--- src/rtl/instr_fetch_unit.sv ---
// ============================================================================
// instr_fetch_unit : req/ack program-memory fetch with an {instr, pc} FIFO and a redirect flush
// Revision: 1.0
// ============================================================================
`default_nettype none

module instr_fetch_unit #(
    parameter int                          INSTR_ADDR_WIDTH = 8,
    parameter int                          DEPTH            = 4,
    parameter logic [INSTR_ADDR_WIDTH-1:0] RESET_PC         = '0
) (
    input  logic                        clk,
    input  logic                        rst,
    output logic                        mem_req,
    output logic [INSTR_ADDR_WIDTH-1:0] mem_addr,
    input  logic                        mem_ack,
    input  logic [31:0]                 mem_rdata,
    output logic [31:0]                 instr,
    output logic [INSTR_ADDR_WIDTH-1:0] instr_pc,
    output logic                        instr_valid,
    input  logic                        instr_ready,
    input  logic                        redirect,
    input  logic [INSTR_ADDR_WIDTH-1:0] redirect_pc,
    output logic                        fetch_done
);

    localparam int              PW      = (DEPTH > 1) ? $clog2(DEPTH) : 1;
    localparam int              CW      = PW + 1;
    localparam logic [CW-1:0]   DEPTH_C = CW'(DEPTH);

    typedef enum logic [0:0] {
        ST_FETCH   = 1'b0,
        ST_DISCARD = 1'b1
    } state_e;

    state_e                      state_q, state_d;
    logic [INSTR_ADDR_WIDTH-1:0] pc_q, pc_d;
    logic [INSTR_ADDR_WIDTH-1:0] mem_addr_q, mem_addr_d;
    logic                        pending_q, pending_d;
    logic                        active_q;
    logic                        fetch_done_q, fetch_done_d;
    logic [CW-1:0]               count_q, count_d;
    logic [PW-1:0]               rd_ptr_q, rd_ptr_d;
    logic [PW-1:0]               wr_ptr_q, wr_ptr_d;

    logic [31:0]                 word_mem [DEPTH];
    logic [INSTR_ADDR_WIDTH-1:0] pc_mem   [DEPTH];

    logic                        req;
    logic [INSTR_ADDR_WIDTH-1:0] cur_addr;
    logic                        xfer;
    logic                        push;
    logic                        pop;
    logic                        not_empty;

    // While a request is outstanding the held address is presented; otherwise the next pc.
    assign cur_addr  = pending_q ? mem_addr_q : pc_q;
    assign req       = pending_q
                     | (active_q && (state_q == ST_FETCH) && !fetch_done_q && (count_q < DEPTH_C));
    assign xfer      = req && mem_ack;
    assign not_empty = (count_q != '0);
    assign pop       = not_empty && instr_ready;
    assign push      = xfer && (state_q == ST_FETCH) && !redirect;

    always_comb begin
        state_d      = state_q;
        pc_d         = pc_q;
        fetch_done_d = fetch_done_q;
        count_d      = count_q;
        rd_ptr_d     = rd_ptr_q;
        wr_ptr_d     = wr_ptr_q;
        pending_d    = req && !mem_ack;
        mem_addr_d   = req ? cur_addr : mem_addr_q;

        if (redirect) begin
            // An unacked request must still be drained, so its response is discarded later.
            count_d      = '0;
            rd_ptr_d     = '0;
            wr_ptr_d     = '0;
            pc_d         = redirect_pc;
            fetch_done_d = 1'b0;
            state_d      = (req && !mem_ack) ? ST_DISCARD : ST_FETCH;
        end else begin
            if (xfer) begin
                if (state_q == ST_DISCARD) begin
                    state_d = ST_FETCH;
                end else if (cur_addr == '1) begin
                    fetch_done_d = 1'b1;
                end else begin
                    pc_d = cur_addr + INSTR_ADDR_WIDTH'(1);
                end
            end
            if (push) begin
                wr_ptr_d = wr_ptr_q + PW'(1);
            end
            if (pop) begin
                rd_ptr_d = rd_ptr_q + PW'(1);
            end
            count_d = count_q + CW'(push) - CW'(pop);
        end
    end

    always_ff @(posedge clk or negedge rst) begin
        if (!rst) begin
            state_q      <= ST_FETCH;
            pc_q         <= RESET_PC;
            mem_addr_q   <= RESET_PC;
            pending_q    <= 1'b0;
            active_q     <= 1'b0;
            fetch_done_q <= 1'b0;
            count_q      <= '0;
            rd_ptr_q     <= '0;
            wr_ptr_q     <= '0;
        end else begin
            state_q      <= state_d;
            pc_q         <= pc_d;
            mem_addr_q   <= mem_addr_d;
            pending_q    <= pending_d;
            active_q     <= 1'b1;
            fetch_done_q <= fetch_done_d;
            count_q      <= count_d;
            rd_ptr_q     <= rd_ptr_d;
            wr_ptr_q     <= wr_ptr_d;
        end
    end

    // Payload storage needs no reset: entries are only visible while count is non-zero.
    always_ff @(posedge clk) begin
        if (push) begin
            word_mem[wr_ptr_q] <= mem_rdata;
            pc_mem[wr_ptr_q]   <= cur_addr;
        end
    end

    assign mem_req     = req;
    assign mem_addr    = cur_addr;
    assign instr_valid = not_empty;
    assign instr       = not_empty ? word_mem[rd_ptr_q] : '0;
    assign instr_pc    = not_empty ? pc_mem[rd_ptr_q]   : '0;
    assign fetch_done  = fetch_done_q;

endmodule

`default_nettype wire

--- config.mk ---
export PLATFORM = sky130hd
export DESIGN_NAME = instr_fetch_unit
export DESIGN_NICKNAME = d
export VERILOG_FILES = /design/src/rtl/instr_fetch_unit.sv
export SDC_FILE = /design/constraint.sdc
export NUM_CORES = 1
export LEC_CHECK = 0
export ABC_CLOCK_PERIOD_IN_PS = 7000
export CORE_MARGIN = 2
export CORE_UTILIZATION = 47
export CTS_BUF_LIST = sky130_fd_sc_hd__clkbuf_16
export DETAILED_ROUTE_END_ITERATION = 8
export PLACE_DENSITY = 0.66
export SYNTH_ARGS = -nofsm -noshare
export SYNTH_HDL_FRONTEND = slang
export SYNTH_SLANG_ARGS = --single-unit
--- constraint.sdc ---
create_clock -name clk -period 7 [get_ports clk]
set_input_delay 1.4 -clock clk [delete_from_list [all_inputs] [get_ports clk]]
set_output_delay 1.4 -clock clk [all_outputs]
set_load 0.02 [all_outputs]
; ---- Word level (Yosys, flattened, before mapping)
; Memories as Yosys holds them, arrays and structs flattened.
; Index checks and enable logic that the tools add are counted.
; W data, S select, Z words.
[op_classes]
n_addsub = 5
n_lt_le_gt_ge = 1
eq_ne = 3
muxes = 21
n_bitwise = 2
n_reduce_logical = 18
[ops]
columns = op, n
row1 = $mux W8, 6
row2 = $mux W32, 1
row3 = $mux W1, 9
row4 = $add A8 B1 Y8 const B, 1
row5 = $eq A8 B8 Y1 const B, 1
row6 = $logic_and A1 B1 Y1, 8
row7 = $mux W2, 4
row8 = $reduce_bool A2 Y1, 4
row9 = $reduce_and A3 Y1, 2
row10 = $add A2 B1 Y2 const B, 2
row11 = $ne A2 B2 Y1 const B, 2
row12 = $add A3 B1 Y3, 1
row13 = $logic_not A1 Y1, 3
row14 = $lt A3 B3 Y1 const B, 1
row15 = $mux W3, 1
row16 = $reduce_bool A3 Y1, 1
row17 = $sub A3 B1 Y3, 1
row18 = $not A1 Y1, 1
row19 = $or A1 B1 Y1, 1
[totals]
regBits = 27
ramBits = 160
inputBits = 45
output_inout_bits = 51
wordCells = 61
mem_count = 2
[memory_table]
columns = name, words, width, read_ports, rd_clocked_by_memory_dff, write_ports, line_no
row1 = word_mem, 4, 32, 1, 0, 1, 46  ; logic [31:0] word_mem [DEPTH];
row2 = pc_mem, 4, 8, 1, 0, 1, 47  ; logic [INSTR_ADDR_WIDTH-1:0] pc_mem [DEPTH];

; ---- Logic depth before layout (Yosys ltp)
[logic_depth]
ltp_word = 11
depth_mapped = 12
depth_no_buf = 12

; ---- Least setup slack after synthesis
; No wires, ideal clock.
[synth_path]
path_type = in2reg
startpoint = in mem_ack
endpoint = mem pc_mem[0][0] (enable)
setup_time_ns = 0.401
arrival_time_ns = 2.838
t_required_ns = 6.599
path_slack_ns = 3.761
cell_stages = 4
path_buffers = 0
cell_sequence = nor2b_1 > o21ai_2 > nor2_1 > and2_1
[synth_via]
elab_chain_cells = 5
[synth_rtl]
columns = item, line_no
row1 = start: declaration, 16  ; input logic mem_ack,
row2 = $logic_and A1 B1 Y1, 60  ; assign xfer = req && mem_ack;
row3 = $logic_and A1 B1 Y1 (2 in series), 63  ; assign push = xfer && (state_q == ST_FETCH) && !redirect;
row4 = $mux W1, 129  ; if (push) begin
row5 = $mux W1 (implied by the code), 131  ; pc_mem[wr_ptr_q] <= cur_addr;
row6 = end: declaration, 47
; Every way passes these cells.

; ---- Worst setup path after layout
[layout_path]
startpoint = reg rd_ptr_q[0]
endpoint = out instr_pc[5]
[layout_via]
elab_chain_cells = 2
[layout_rtl]
columns = item, line_no
row1 = start: declaration, 43  ; logic [PW-1:0] rd_ptr_q, rd_ptr_d;
row2 = start signal: assignment, 122  ; rd_ptr_q <= rd_ptr_d;
row3 = $mem_v2 Z4 W8, n/a
row4 = $mux W8, 139  ; assign instr_pc = not_empty ? pc_mem[rd_ptr_q] : '0;
row5 = end: declaration, 19  ; output logic [INSTR_ADDR_WIDTH-1:0] instr_pc,
; Every way passes these cells.

==> reports/summary.txt <==
Startpoint Class - flop
NumNets Final - 553
Status - completed
Post-DP Area - 8800 um^2
Layout cells sized above 1 - 0.198
Compound-Gate Fraction of Synth Area - 0.0224
Register-to-register setup slack - 4.12 ns
Worst VDD drop - 0.300 mV
Num Clock Sinks - 187
Post-DP HPWL - 8230 um
Worst path bufs/invs - 2
Critical path origin - rd_ptr_q[0]
RSZ-0062 raised after global routing - false
Ys flop type - edfxtp_1
Most common cell in the synthesized netlist - edfxtp_1
CP delay by family, top - buffers and inverters
ANT nets after route - 0
DR vias - 3856
Commonest cells in the synthesized netlist - edfxtp_1, and2_1, mux4_2, dfrtp_1, mux2_2
Crit Path Max Fanout - 23
EDFF count, synth - 160
CP required - 5.60 ns
Crit path time final - 4.55 ns
Normalized max-slew margin - 0.238
Worst-Skew Late Latency - 0.42 ns
Post-Syn Area - 7640 um^2
Initial Util - 0.481
Routability cong. - 0.739
Leak Pwr - 3.14 nW
Vias in the first global route - 4074
GR Overflow Total - 0
Die area - 17300 um^2
Area Overhead vs Synth - 22.9%
Main combinational cell family by area after synthesis - multiplexers
Synth area leaders - edfxtp_1, mux4_2, dfrtp_1, and2_1, mux2_2
Syn. warnings - 0
Avg Inst Size Synth - 19.0 um^2
All-Layer GR Usage - 0.171
Reg clk slew, reported paths - 0.06 ns
Fin crit share - 0.649
Worst R2R Start - pending_q
Drt total wl - 14000 um
Diodes inserted - 0
Final setup fails - 0
Drt first pass iters - 4
Worst-path cell chain - buf_4 -> mux4_2 -> and2_1 -> clkdlybuf4s50_1
Drt drc - 0
Buffers on Ports - 95
Die height - 131 um
CP Capture Type - primary output
Core Region - 15900 um^2
CTS Hold Bufs - 0
CTS tree - yes
Clock skew - 0.00740 ns
Worst hold margin - 0.544 ns
Post-CTS Setup Bufs - 0
Initial antenna violation count - 0
Hold_sp - mem_addr_q[6]
Synth Register Bits - 187
CTS max path bufs - 2
Fin area - 9390 um^2
Post-CTS Resized - 0
Synth cell types - 46
Seq/Total Area, Yosys - 0.718
Die W - 131 um
Worst min path class - reg2reg
Max cap viols - 0
Worst path max stage delay - 0.92 ns
First-pass GRT wire length - 22400 um
Tot Pwr - 3.51 mW
Worst Tran Pin Value - 1.14 ns
P per Cell Area - 374 nW/um^2
Iter 0 DRT Violations - 243
Async set-reset flop share out of synthesis - 0.144
Via density - 5.30
Slowest-stage cell, CP - dfrtp_2
Crit path DAT - 3.15 ns
Core Util, Final - 0.591
Xor/xnor share of the synthesized area - 0.0126
Largest area contributor in the netlist - edfxtp_1
Share of Yosys cell area claimed by the top area cell type - 0.629
Post-Synth Adder-Cell Area - 0.0141
Top-Level Pins - 96
F_max - 220 MHz
Worst Path Class, Setup - reg2out
Cell count after synthesis - 401
Rows - 46
Final hold vios - 0
Setup TNS - 0 ns
Htree depth - 4
Wirelength per Cell - 19.2 um
Multiplexer share of the synthesized area - 0.146
Syn nets - 454
Clock Root Buffer - clkbuf_16
Final Max Slew Viols - 0
Cts bufs inserted - 17
Largest net degree at the start of global routing - 43
Post-synthesis simple-gate area fraction - 0.0696
[state kept, by name, summed over array words and instances, names as in the netlist]
| register | count |
|---|---|
| fetch_done | 1 |
| wr_ptr_q | 2 |
| count_q | 3 |
| pending_q | 1 |
| mem_addr_q | 8 |
| rd_ptr_q | 2 |
| word_mem | 128 |
| pc_mem | 32 |
| pc_q | 8 |
| state_q | 1 |
| active_q | 1 |
[cells by family after synthesis]
logic type,count (synthesis)
multiplexers,59
AND/OR/NAND/NOR,86
other,1
buffers and inverters,28
XOR/XNOR,11
AO/OA/AOI/OAI,21
adder cells (fa/ha/maj),8
flip-flops,187
[per-stage QoR]
| step | setup WS [ns] | instances |
|---|---|---|
| CTS | 2.35 | 727 |
| detailed placement | 2.66 | 697 |
| global placement | 2.82 | 697 |
| global route | 2.24 | 727 |
| finish | 2.45 | 727 |
| floorplan | 3.76 | 401 |
[power by group]
part	leakage, nW	internal, mW	total, mW	switching, mW
registers	1.78	1.30	1.40	0.103
logic	1.07	0.598	1.15	0.556
clock network	0.299	0.584	0.955	0.370
[placed cells by master, fill, tap and decap left out, types with 5 or more instances in the layout]
cell	instances
mux4_2	40
mux2_2	12
inv_1	12
ha_1	7
clkbuf_16	17
and2_1	41
nor2_1	9
nand2_1	9
clkdlybuf4s50_1	95
xnor2_1	7
dfrtp_1	25
mux2i_1	5
edfxtp_1	160
[routing by layer]
metal,routed length [um],GRT usage
met1,6280,0.234
met3,620,0.0467
met4,160,0.0525
met5,0,0
met2,6910,0.272
[cell type report]
cell class / instances / area [um^2]
Fill cell: 1213 / 6500
Inverter: 9 / 33.8
Multi-Input combinational cell: 186 / 2030
Tap cell: 216 / 270
Sequential cell: 187 / 5480
Clock buffer: 17 / 425
Timing Repair Buffer: 99 / 981
Clock inverter: 13 / 161
[final timing paths]
check | end | cells after the start
min in group asynchronous | pc_q[0] | 2
worst max register to register | count_q[2] | 11
max in group asynchronous | rd_ptr_q[1] | 2
worst min-delay path | mem_addr_q[6] | 1
worst min register to register | mem_addr_q[6] | 1
worst max-delay path | instr_pc[5] | 4
(Power assumes the default switching activity.)
